## src/rtl/i2c_target_responder.sv

```systemverilog
// rtl/i2c_target_responder.sv - I2C target: address match, register pointer, byte write/read with auto-increment
// Optional 3-sample majority filter on SCL/SDA: define I2C_TARGET_GLITCH_FILTER_EN
module i2c_target_responder #(
  parameter logic [6:0] DEV_ADDR = 7'h42,
  parameter int         REG_AW   = 8
) (
  input  logic              clk,
  input  logic              rst,
  input  logic              scl_in,
  input  logic              sda_in,
  output logic              sda_out_en,
  output logic              wr_en,
  output logic [REG_AW-1:0] wr_addr,
  output logic [7:0]        wr_data,
  output logic [REG_AW-1:0] rd_addr,
  input  logic [7:0]        rd_data,
  output logic              busy
);

  typedef enum logic [3:0] {
    IDLE, ADDR, ADDR_ACK, REG, REG_ACK, WDATA, WDATA_ACK,
    RDATA, RDATA_ACK, RDATA_NEXT, IGNORE
  } state_t;

  localparam logic [REG_AW-1:0] PTR_ONE = {{(REG_AW-1){1'b0}}, 1'b1};

  logic [1:0] scl_sync, sda_sync;
  logic       scl_cur, sda_cur, scl_hist, sda_hist;

  always_ff @(posedge clk) begin
    if (!rst) begin
      scl_sync <= 2'b11;
      sda_sync <= 2'b11;
      scl_hist <= 1'b1;
      sda_hist <= 1'b1;
    end else begin
      scl_sync <= {scl_sync[0], scl_in};
      sda_sync <= {sda_sync[0], sda_in};
      scl_hist <= scl_cur;
      sda_hist <= sda_cur;
    end
  end

`ifdef I2C_TARGET_GLITCH_FILTER_EN
  logic [2:0] scl_win, sda_win;

  always_ff @(posedge clk) begin
    if (!rst) begin
      scl_win <= 3'b111;
      sda_win <= 3'b111;
    end else begin
      scl_win <= {scl_win[1:0], scl_sync[1]};
      sda_win <= {sda_win[1:0], sda_sync[1]};
    end
  end

  // 2-of-3 vote rejects any single-sample pulse
  assign scl_cur = (scl_win[0] & scl_win[1]) | (scl_win[0] & scl_win[2]) | (scl_win[1] & scl_win[2]);
  assign sda_cur = (sda_win[0] & sda_win[1]) | (sda_win[0] & sda_win[2]) | (sda_win[1] & sda_win[2]);
`else
  assign scl_cur = scl_sync[1];
  assign sda_cur = sda_sync[1];
`endif

  logic scl_rise, scl_fall, start_det, stop_det;

  assign scl_rise  = scl_cur & ~scl_hist;
  assign scl_fall  = ~scl_cur & scl_hist;
  assign start_det = scl_cur & sda_hist & ~sda_cur;
  assign stop_det  = scl_cur & ~sda_hist & sda_cur;

  state_t            state, state_nxt;
  logic [3:0]        bit_cnt, bit_cnt_nxt;
  logic [6:0]        shreg, shreg_nxt;
  logic [6:0]        tx, tx_nxt;
  logic [REG_AW-1:0] ptr, ptr_nxt;
  logic              rw, rw_nxt;
  logic              oe_nxt, wr_en_nxt, busy_nxt;
  logic [REG_AW-1:0] wr_addr_nxt;
  logic [7:0]        wr_data_nxt;
  logic [7:0]        sda_byte;
  logic              last_bit;

  assign sda_byte = {shreg, sda_cur};
  assign last_bit = scl_rise && (bit_cnt == 4'd7);
  assign rd_addr  = ptr;

  always_ff @(posedge clk) begin
    if (!rst) begin
      state      <= IDLE;
      bit_cnt    <= 4'd0;
      shreg      <= 7'd0;
      tx         <= 7'd0;
      ptr        <= '0;
      rw         <= 1'b0;
      sda_out_en <= 1'b0;
      wr_en      <= 1'b0;
      wr_addr    <= '0;
      wr_data    <= 8'd0;
      busy       <= 1'b0;
    end else begin
      state      <= state_nxt;
      bit_cnt    <= bit_cnt_nxt;
      shreg      <= shreg_nxt;
      tx         <= tx_nxt;
      ptr        <= ptr_nxt;
      rw         <= rw_nxt;
      sda_out_en <= oe_nxt;
      wr_en      <= wr_en_nxt;
      wr_addr    <= wr_addr_nxt;
      wr_data    <= wr_data_nxt;
      busy       <= busy_nxt;
    end
  end

  always_comb begin
    state_nxt   = state;
    bit_cnt_nxt = bit_cnt;
    shreg_nxt   = shreg;
    tx_nxt      = tx;
    ptr_nxt     = ptr;
    rw_nxt      = rw;
    oe_nxt      = sda_out_en;
    wr_en_nxt   = 1'b0;
    wr_addr_nxt = wr_addr;
    wr_data_nxt = wr_data;
    busy_nxt    = busy;

    if (stop_det) begin
      state_nxt   = IDLE;
      bit_cnt_nxt = 4'd0;
      oe_nxt      = 1'b0;
      busy_nxt    = 1'b0;
    end else if (start_det) begin
      state_nxt   = ADDR;
      bit_cnt_nxt = 4'd0;
      oe_nxt      = 1'b0;
    end else begin
      case (state)
        IDLE: oe_nxt = 1'b0;

        ADDR, REG, WDATA: begin
          if (scl_rise) begin
            shreg_nxt   = sda_byte[6:0];
            bit_cnt_nxt = bit_cnt + 4'd1;
          end
          if (last_bit) begin
            if (state == ADDR) begin
              if (sda_byte[7:1] == DEV_ADDR) begin
                state_nxt = ADDR_ACK;
                rw_nxt    = sda_byte[0];
                busy_nxt  = 1'b1;
              end else begin
                state_nxt = IGNORE;
                busy_nxt  = 1'b0;
              end
            end else if (state == REG) begin
              ptr_nxt   = REG_AW'(sda_byte);
              state_nxt = REG_ACK;
            end else begin
              wr_en_nxt   = 1'b1;
              wr_addr_nxt = ptr;
              wr_data_nxt = sda_byte;
              state_nxt   = WDATA_ACK;
            end
          end
        end

        // First fall (8th) asserts the ACK, second fall (9th) ends it
        ADDR_ACK, REG_ACK, WDATA_ACK: begin
          if (scl_fall) begin
            if (!sda_out_en) begin
              oe_nxt = 1'b1;
            end else begin
              oe_nxt      = 1'b0;
              bit_cnt_nxt = 4'd0;
              if (state == ADDR_ACK && rw) begin
                state_nxt = RDATA;
                tx_nxt    = rd_data[6:0];
                oe_nxt    = ~rd_data[7];
              end else if (state == WDATA_ACK) begin
                ptr_nxt   = ptr + PTR_ONE;
                state_nxt = WDATA;
              end else if (state == ADDR_ACK) begin
                state_nxt = REG;
              end else begin
                state_nxt = WDATA;
              end
            end
          end
        end

        RDATA: begin
          if (scl_rise) begin
            bit_cnt_nxt = bit_cnt + 4'd1;
          end else if (scl_fall) begin
            if (bit_cnt == 4'd8) begin
              oe_nxt    = 1'b0;
              state_nxt = RDATA_ACK;
            end else begin
              oe_nxt = ~tx[6];
              tx_nxt = {tx[5:0], 1'b0};
            end
          end
        end

        // Pointer moves past every byte sent; a NACK ends the read
        RDATA_ACK: begin
          oe_nxt = 1'b0;
          if (scl_rise) begin
            ptr_nxt   = ptr + PTR_ONE;
            state_nxt = sda_cur ? IGNORE : RDATA_NEXT;
          end
        end

        RDATA_NEXT: begin
          if (scl_fall) begin
            tx_nxt      = rd_data[6:0];
            oe_nxt      = ~rd_data[7];
            bit_cnt_nxt = 4'd0;
            state_nxt   = RDATA;
          end
        end

        IGNORE: oe_nxt = 1'b0;

        default: begin
          state_nxt = IDLE;
          oe_nxt    = 1'b0;
        end
      endcase
    end
  end

endmodule
```

## config.mk

```make
export PLATFORM = sky130hd
export DESIGN_NAME = i2c_target_responder
export DESIGN_NICKNAME = d
export VERILOG_FILES = /design/src/rtl/i2c_target_responder.sv
export SDC_FILE = /design/constraint.sdc
export NUM_CORES = 1
export LEC_CHECK = 0
export BUFFER_PORTS_ARGS = -buffer_cell sky130_fd_sc_hd__buf_2
export CAP_MARGIN = 20
export CORE_ASPECT_RATIO = 0.7
export CORE_MARGIN = 5
export CORE_UTILIZATION = 49
export CTS_BUF_LIST = sky130_fd_sc_hd__clkbuf_8
export CTS_CLUSTER_DIAMETER = 100
export DETAILED_ROUTE_END_ITERATION = 16
export GPL_TIMING_DRIVEN = 0
export PLACE_DENSITY = 0.79
export SYNTH_ARGS = -nofsm -noshare
export SYNTH_HDL_FRONTEND = slang
export SYNTH_SLANG_ARGS = --single-unit
export TNS_END_PERCENT = 1
```

## constraint.sdc

```tcl
create_clock -name clk -period 2.63 [get_ports clk]
set_clock_uncertainty 0.1 [all_clocks]
set_input_delay 0.1315 -clock clk [delete_from_list [all_inputs] [get_ports clk]]
set_output_delay 0.1315 -clock clk [all_outputs]
set_load 0.005 [all_outputs]
```

==> impl_metrics.py, run 1 <==
metrics = {
    "logic_synthesis": {
        "synth-warning-count": 0,
        "synthAdderAreaFrac_pct": 1.27,
        "async_flop_share_pct": 0,
        "ys_seq_area_share_pct": 38.0,
        "mappedNetlistNets": 366,
        "synthDistinctLibCells": 58,
        "syn_area_um2": 2950,
        "ys_ff_latch": 56,
        "synth_mux_area_share_pct": 5.43,
        "synth_simple_gate_area_share_pct": 26.0,
        "synth_top_family_by_area": "simple AND/OR/NAND/NOR gates",
        "yosys_most_used_dff": "dfxtp_1",
        "synth-xor-area-share_pct": 1.48,
        "synth-compound-area-share_pct": 22.7,
        "synth-edff-count": 0,
        "synth_cells": 351,
        "syn_area_per_cell_um2": 8.41,
    },
    "worst_setup_path": {
        "critPathCaptureType": "register",
        "startpoint_type": "register",
        "r2r_slack_ns": 0.31,
        "criticalPathCategory": "register to register",
        "rr_startpoint": "shreg[3]",
        "worstPathRequired_ns": 2.73,
        "crit_arrival_ns": 2.42,
        "rr_endpoint": "rw",
        "cp_max_fo": 5,
        "reg2reg_depth": 5,
    },
    "global_route": {
        "grt_pass1_wl_mm": 12.3,
        "grt_start_max_net_pins": 19,
        "grt.overflow.total": 0,
        "grt_usage_pct": 19.9,
        "grt_pass1_vias": 2545,
        "antenna_found_initial": 0,
    },
    "cells_and_area": {
        "synthToLayoutAreaGrowth_pct": 14.6,
        "finalNonFillerCells": 474,
        "diodes": 0,
        "fin_util_pct": 58.5,
        "drive_gt1_share_pct": 19.8,
        "nets": 413,
        "multiInputGateArea_um2": 1680,
        "regArea_um2": 1120,
        "fill_cells": 513,
        "stdcell_area_um2": 3380,
    },
    "detailed_routing": {
        "routedWlPerCell_um": 15.3,
        "wl_mm": 7.24,
        "via_count": 2707,
        "drtAntennaViolNets": 0,
        "drtIter0Drc": 313,
        "via_per_inst": 5.71,
        "route.detailed.drc": 0,
        "firstDrtPassIters": 4,
    },
    "sta": {
        "setup_viol": 0,
        "maxSlewViolCount": 0,
        "fmax_mhz": 431,
        "fin_setup_tns_ns": 0,
        "tightest_slew_ns": 0.787,
        "finalWorstSetupSlack_ns": 0.310,
        "period_share_pct": 88.2,
        "min_period_ns": 2.32,
        "maxSlewHeadroom_pct": 47.1,
        "final-hold-violation-count": 0,
        "rsz0062_at_grt": "no",
    },
    "clock_tree": {
        "cts_buffer_depth": 2,
        "htree_levels": 2,
        "root_buffer": "clkbuf_8",
        "cts_tree": "done",
        "numCtsBuffers": 5,
        "cts.sinks": 56,
        "postCtsSetupBuffers": 0,
        "cts.clk_slew.worst_paths_ns": 0.10,
        "clk_latency_ns": 0.31,
    },
    "placement": {
        "dpl_worst_slack_ns": 0.275,
        "dp.cells": 463,
        "port_buffers": 37,
        "routabilityCongestion": 0.991,
        "place_area_um2": 3230,
        "dpl.hpwl_mm": 5.30,
    },
    "run": {
        "max-cap-violations": 0,
    },
    "floorplan": {
        "rows": 23,
        "core_area_um2": 5780,
        "die_w_um": 103,
        "die_area_um2": 7700,
        "start_util_pct": 51.0,
        "io_pins": 39,
        "die_y_um": 74.9,
    },
    "pwr": {
        "powerDensity_nw_per_um2": 595,
        "p_leak_nw": 1.30,
        "peakVddDrop_v": 0.000246,
    },
    "min_path": {
        "hold_class": "input pin to register",
        "worstHoldStart": "rst",
        "hold-path-endpoint": "scl_sync[0]",
        "hold_path_depth": 2,
    },
    "run_status": {
        "status": "finished clean",
    },
}
## worst max-delay path: stages (launching register included)
cell and delay, ns:
dfxtp_1 0.39, or4b_2 0.68, nor4b_1 0.62, nand4_1 0.19
mux2i_1 0.18, nor2_1 0.05
## routing by layer
layer	share of wire [%]	track usage (%)	up-vias	routed length, um
li1	-	-	1345	-
met3	7.8	5.09	7	564
met5	0	0	-	0
met2	41	28.3	102	2990
met4	0.73	4.60	0	53
met1	50	30.1	1253	3630
## synth_stat cells, drive strengths merged (2+ instances only)
cell / count / share of area [%]
o21ai: 11 / 2.0
o32a: 2 / 0.68
buf: 13 / 3.0
xnor2: 2 / 0.59
nor2: 32 / 4.2
nand4b: 3 / 0.89
o311ai: 2 / 0.85
xor2: 3 / 0.89
nor2b: 5 / 1.1
and3b: 2 / 0.59
nand2: 56 / 7.1
o22ai: 6 / 1.3
o21bai: 2 / 0.51
or4b: 2 / 0.81
nand4: 2 / 0.42
clkbuf: 9 / 1.1
a211oi: 2 / 0.51
a21oi: 39 / 7.0
nand3: 14 / 2.4
a31oi: 3 / 0.64
o211ai: 3 / 1.2
ha: 3 / 1.3
nand2b: 15 / 3.7
or3: 2 / 0.42
inv: 8 / 1.0
o221a: 7 / 2.7
o2111ai: 3 / 0.89
and3: 2 / 0.42
o21a: 3 / 0.76
dfxtp: 56 / 38
nor4b: 2 / 0.59
nor3b: 2 / 0.89
nor3: 5 / 0.85
o211a: 2 / 0.68
a32oi: 2 / 1.2
mux2i: 16 / 5.4
## how the worst max path moves through the flow
| stage | from | end | slack (ns) |
|---|---|---|---|
| floorplan | state[2] | rd_addr[7] | 0.69 |
| global placement | shreg[3] | state[3] | 0.34 |
| detailed placement | sda_sync[1] | wr_addr[3] | 0.28 |
| CTS | sda_sync[1] | wr_addr[3] | 0.27 |
| global route | scl_hist | wr_addr[3] | 0.05 |
| finish | shreg[3] | rw | 0.31 |
## final cells by class
class,instances,share of cell area [%]
flip-flops and latches,56,33.1
repair buffers,40,6.36
clock buffers,5,2.03
clock inverters,3,1.37
well taps,75,2.77
plain buffers,22,3.63
multi-input cells,265,49.8
inverters,8,0.888
## stage by stage
stage	total power, mW	hold slack (ns)
after global routing	2.11	0.110
after detailed placement	1.43	0.217
final	2.01	0.0800
after floorplan	1.32	0.133
after global placement	1.43	0.214
after CTS	2.01	0.0699
## placed cells by master (no fill, tap or decap), types with 2 or more instances in the layout
cell and count:
buf_6 3, nand4_1 2, o32a_1 2, o2111ai_1 3, and3_1 2, o211a_1 2, nand3_1 14, xnor2_1 2
nor4b_1 2, dlygate4sd3_1 3, o221a_2 7, a31oi_1 3, clkbuf_8 5, nand2b_1 13, or3_1 2, buf_4 2
nor3_1 5, mux2i_1 16, xor2_1 3, and3b_1 2, a21oi_1 38, inv_1 8, o21a_1 3, nor2_1 31
o21ai_0 9, dfxtp_1 56, nand2_1 56, nor2b_1 5, o21bai_1 2, buf_2 45, clkbuf_1 9, o22ai_1 6
nand2b_4 2, ha_1 3, o211ai_1 2, nand4b_1 3, a211oi_1 2
## sequential cells by signal, summed over array words and instances, names as in the netlist
register,cells
sda_out_en,1
rd_addr,8
state,4
scl_sync,2
wr_data,8
sda_sync,2
shreg,7
tx,7
busy,1
sda_hist,1
scl_hist,1
bit_cnt,4
rw,1
wr_en,1
wr_addr,8
## power by group
part	leakage [nW]	total, mW	internal [mW]	switching (mW)
Sequential	0.452	0.904	0.881	0.0228
Combinational	0.793	0.531	0.204	0.327
Clock	0.0548	0.576	0.287	0.289
Total	1.30	2.01	1.37	0.638
## logic make-up (layout without fill, tap and decap cells)
group / count (synthesis) / in the layout
muxes: 16 / 16
DFF: 56 / 56
buffers and inverters: 30 / 78
xor gates and xnor gates: 5 / 5
adders and majority gates: 3 / 3
and+or+nand+nor: 150 / 150
AOI/OAI and AO/OA: 91 / 91
## what timing repair did
| item | 4_1_cts | 5_1_grt |
|---|---|---|
| gates resized for setup | 0 | 1 |
| hold buffers | 3 | 0 |
| setup endpoints to repair | 0 | 10 |
| hold endpoints to repair | 3 | 0 |
Note: power is estimated with default switching activity, not from simulation.
==> inputs of run 2 (changes only) <==
==> constraint.sdc (replaced) <==
create_clock -name clk -period 2.63 [get_ports clk]
set_clock_uncertainty 0.1 [all_clocks]
set_input_delay 0.526 -clock clk [delete_from_list [all_inputs] [get_ports clk]]
set_output_delay 0.526 -clock clk [all_outputs]
set_load 0.005 [all_outputs]
==> run 2 against run 1 <==
Cell area decreased by 0.89%. Clock power about the same. Core utilization decreased by 0.52 points. Critical path depth unchanged. Critical endpoint is now state[3]. Flip-flop and latch count unchanged. Largest power group unchanged. Fmax decreased by 0.11%. Total power decreased by 0.24%. Hold slack improved by 0.21 ns. Setup slack got worse by 0.0025 ns. Routed wire length decreased by 0.50%.
==> impl_metrics.py, run 2 (synthesis gave the netlist of run 1 again) <==
metrics = {
    "sta": {
        "min_period_ns": 2.32,
        "period_share_pct": 88.3,
        "rsz0062_at_grt": "no",
        "fmax_mhz": 431,
        "maxSlewHeadroom_pct": 47.8,
        "final-hold-violation-count": 0,
        "setup_viol": 0,
        "maxSlewViolCount": 0,
        "tightest_slew_ns": 0.777,
        "fin_setup_tns_ns": 0,
        "whs_ns": 0.290,
    },
    "worst_setup_path": {
        "rr_startpoint": "shreg[3]",
        "startpoint_type": "register",
        "reg2reg_depth": 5,
        "crit_start": "shreg[3]",
        "critPathCaptureType": "register",
        "criticalPathCategory": "register to register",
        "cp_max_fo": 5,
        "r2r_slack_ns": 0.31,
        "worstPathRequired_ns": 2.73,
        "crit_arrival_ns": 2.42,
    },
    "cells_and_area": {
        "synthToLayoutAreaGrowth_pct": 13.6,
        "fin_util_pct": 57.9,
        "nets": 410,
        "finalNonFillerCells": 471,
        "drive_gt1_share_pct": 19.9,
        "fill_cells": 513,
        "diodes": 0,
        "stdcell_area_um2": 3350,
        "most-common-layout-cells": "nand2_1, dfxtp_1, buf_2, a21oi_1, nor2_1",
    },
    "global_route": {
        "grt_pass1_vias": 2509,
        "grt_pass1_wl_mm": 12.2,
        "grt_usage_pct": 19.7,
        "grt.overflow.total": 0,
        "antenna_found_initial": 0,
        "grt_start_max_net_pins": 19,
    },
    "min_path": {
        "worstHoldStart": "sda_in",
        "hold_path_depth": 2,
        "hold_class": "input pin to register",
    },
    "clock_tree": {
        "htree_levels": 2,
        "cts_buffer_depth": 2,
        "cts-resized-gates": 0,
        "cts.clk_slew.worst_paths_ns": 0.10,
        "clk_latency_ns": 0.31,
        "ctsHoldBuffers": 0,
        "root_buffer": "clkbuf_8",
        "postCtsSetupBuffers": 0,
        "cts.sinks": 56,
        "cts_tree": "done",
        "numCtsBuffers": 5,
    },
    "floorplan": {
        "die_w_um": 103,
        "start_util_pct": 51.0,
        "die_area_um2": 7700,
        "core_area_um2": 5780,
        "rows": 23,
        "die_y_um": 74.9,
        "io_pins": 39,
    },
    "run_status": {
        "status": "finished clean",
    },
    "detailed_routing": {
        "via_count": 2723,
        "via_per_inst": 5.78,
        "route.detailed.drc": 0,
        "routedWlPerCell_um": 15.3,
        "wl_mm": 7.20,
        "firstDrtPassIters": 5,
        "drtAntennaViolNets": 0,
        "drtIter0Drc": 336,
    },
    "placement": {
        "routabilityCongestion": 0.991,
        "dp.cells": 463,
        "port_buffers": 37,
        "place_area_um2": 3230,
        "dpl.hpwl_mm": 5.30,
    },
    "pwr": {
        "powerDensity_nw_per_um2": 598,
        "peakVddDrop_v": 0.000246,
        "p_leak_nw": 1.29,
    },
    "run": {
        "max-cap-violations": 0,
    },
}
run 2: changes by cell type in the layout (fill, tap and decap cells not counted), sizes merged:
cell and delta:
dlygate4sd3 -3
run 2: worst paths after layout:
path / to
setup / recovery: state[3]
hold / removal: sda_sync[0]
setup reg to reg: state[3]
hold reg to reg: sda_sync[1]
run 2: critical path, cell delays in order (launching register included):
cell,delay (ns)
dfxtp_1,0.38
or4b_2,0.67
nor4b_1,0.61
o311ai_0,0.25
nand3_1,0.15
a21oi_1,0.06
run 2: cell type report:
| cell class | count | area [um2] | share of cell area, % |
|---|---|---|---|
| Buffer | 22 | 123 | 3.66 |
| Clock buffer | 5 | 68.8 | 2.05 |
| Clock inverter | 3 | 46.3 | 1.38 |
| Inverter | 8 | 30.0 | 0.896 |
| Multi-Input combinational cell | 265 | 1680 | 50.2 |
| Sequential cell | 56 | 1120 | 33.4 |
| Tap cell | 75 | 93.8 | 2.80 |
| Timing Repair Buffer | 37 | 185 | 5.52 |
run 2: report_power, final:
part / internal [mW] / total, mW / leakage, nW / switching, mW
clock network: 0.287 / 0.574 / 0.0548 / 0.286
logic: 0.201 / 0.528 / 0.781 / 0.327
registers: 0.881 / 0.904 / 0.452 / 0.0230
run 2: through the flow:
step,worst slack [ns],power (mW)
floorplan,0.689,1.32
global placement,0.339,1.43
detailed placement,0.275,1.43
CTS,0.266,2.01
global route,0.0483,2.11
finish,0.308,2.01
run 2: metal layers:
metal	GRT usage, %	vias up	wire length, um
met3	4.91	7	595
met4	4.31	0	55
met2	27.8	112	2970
li1	-	1338	-
met1	30.2	1266	3580
met5	0	-	0
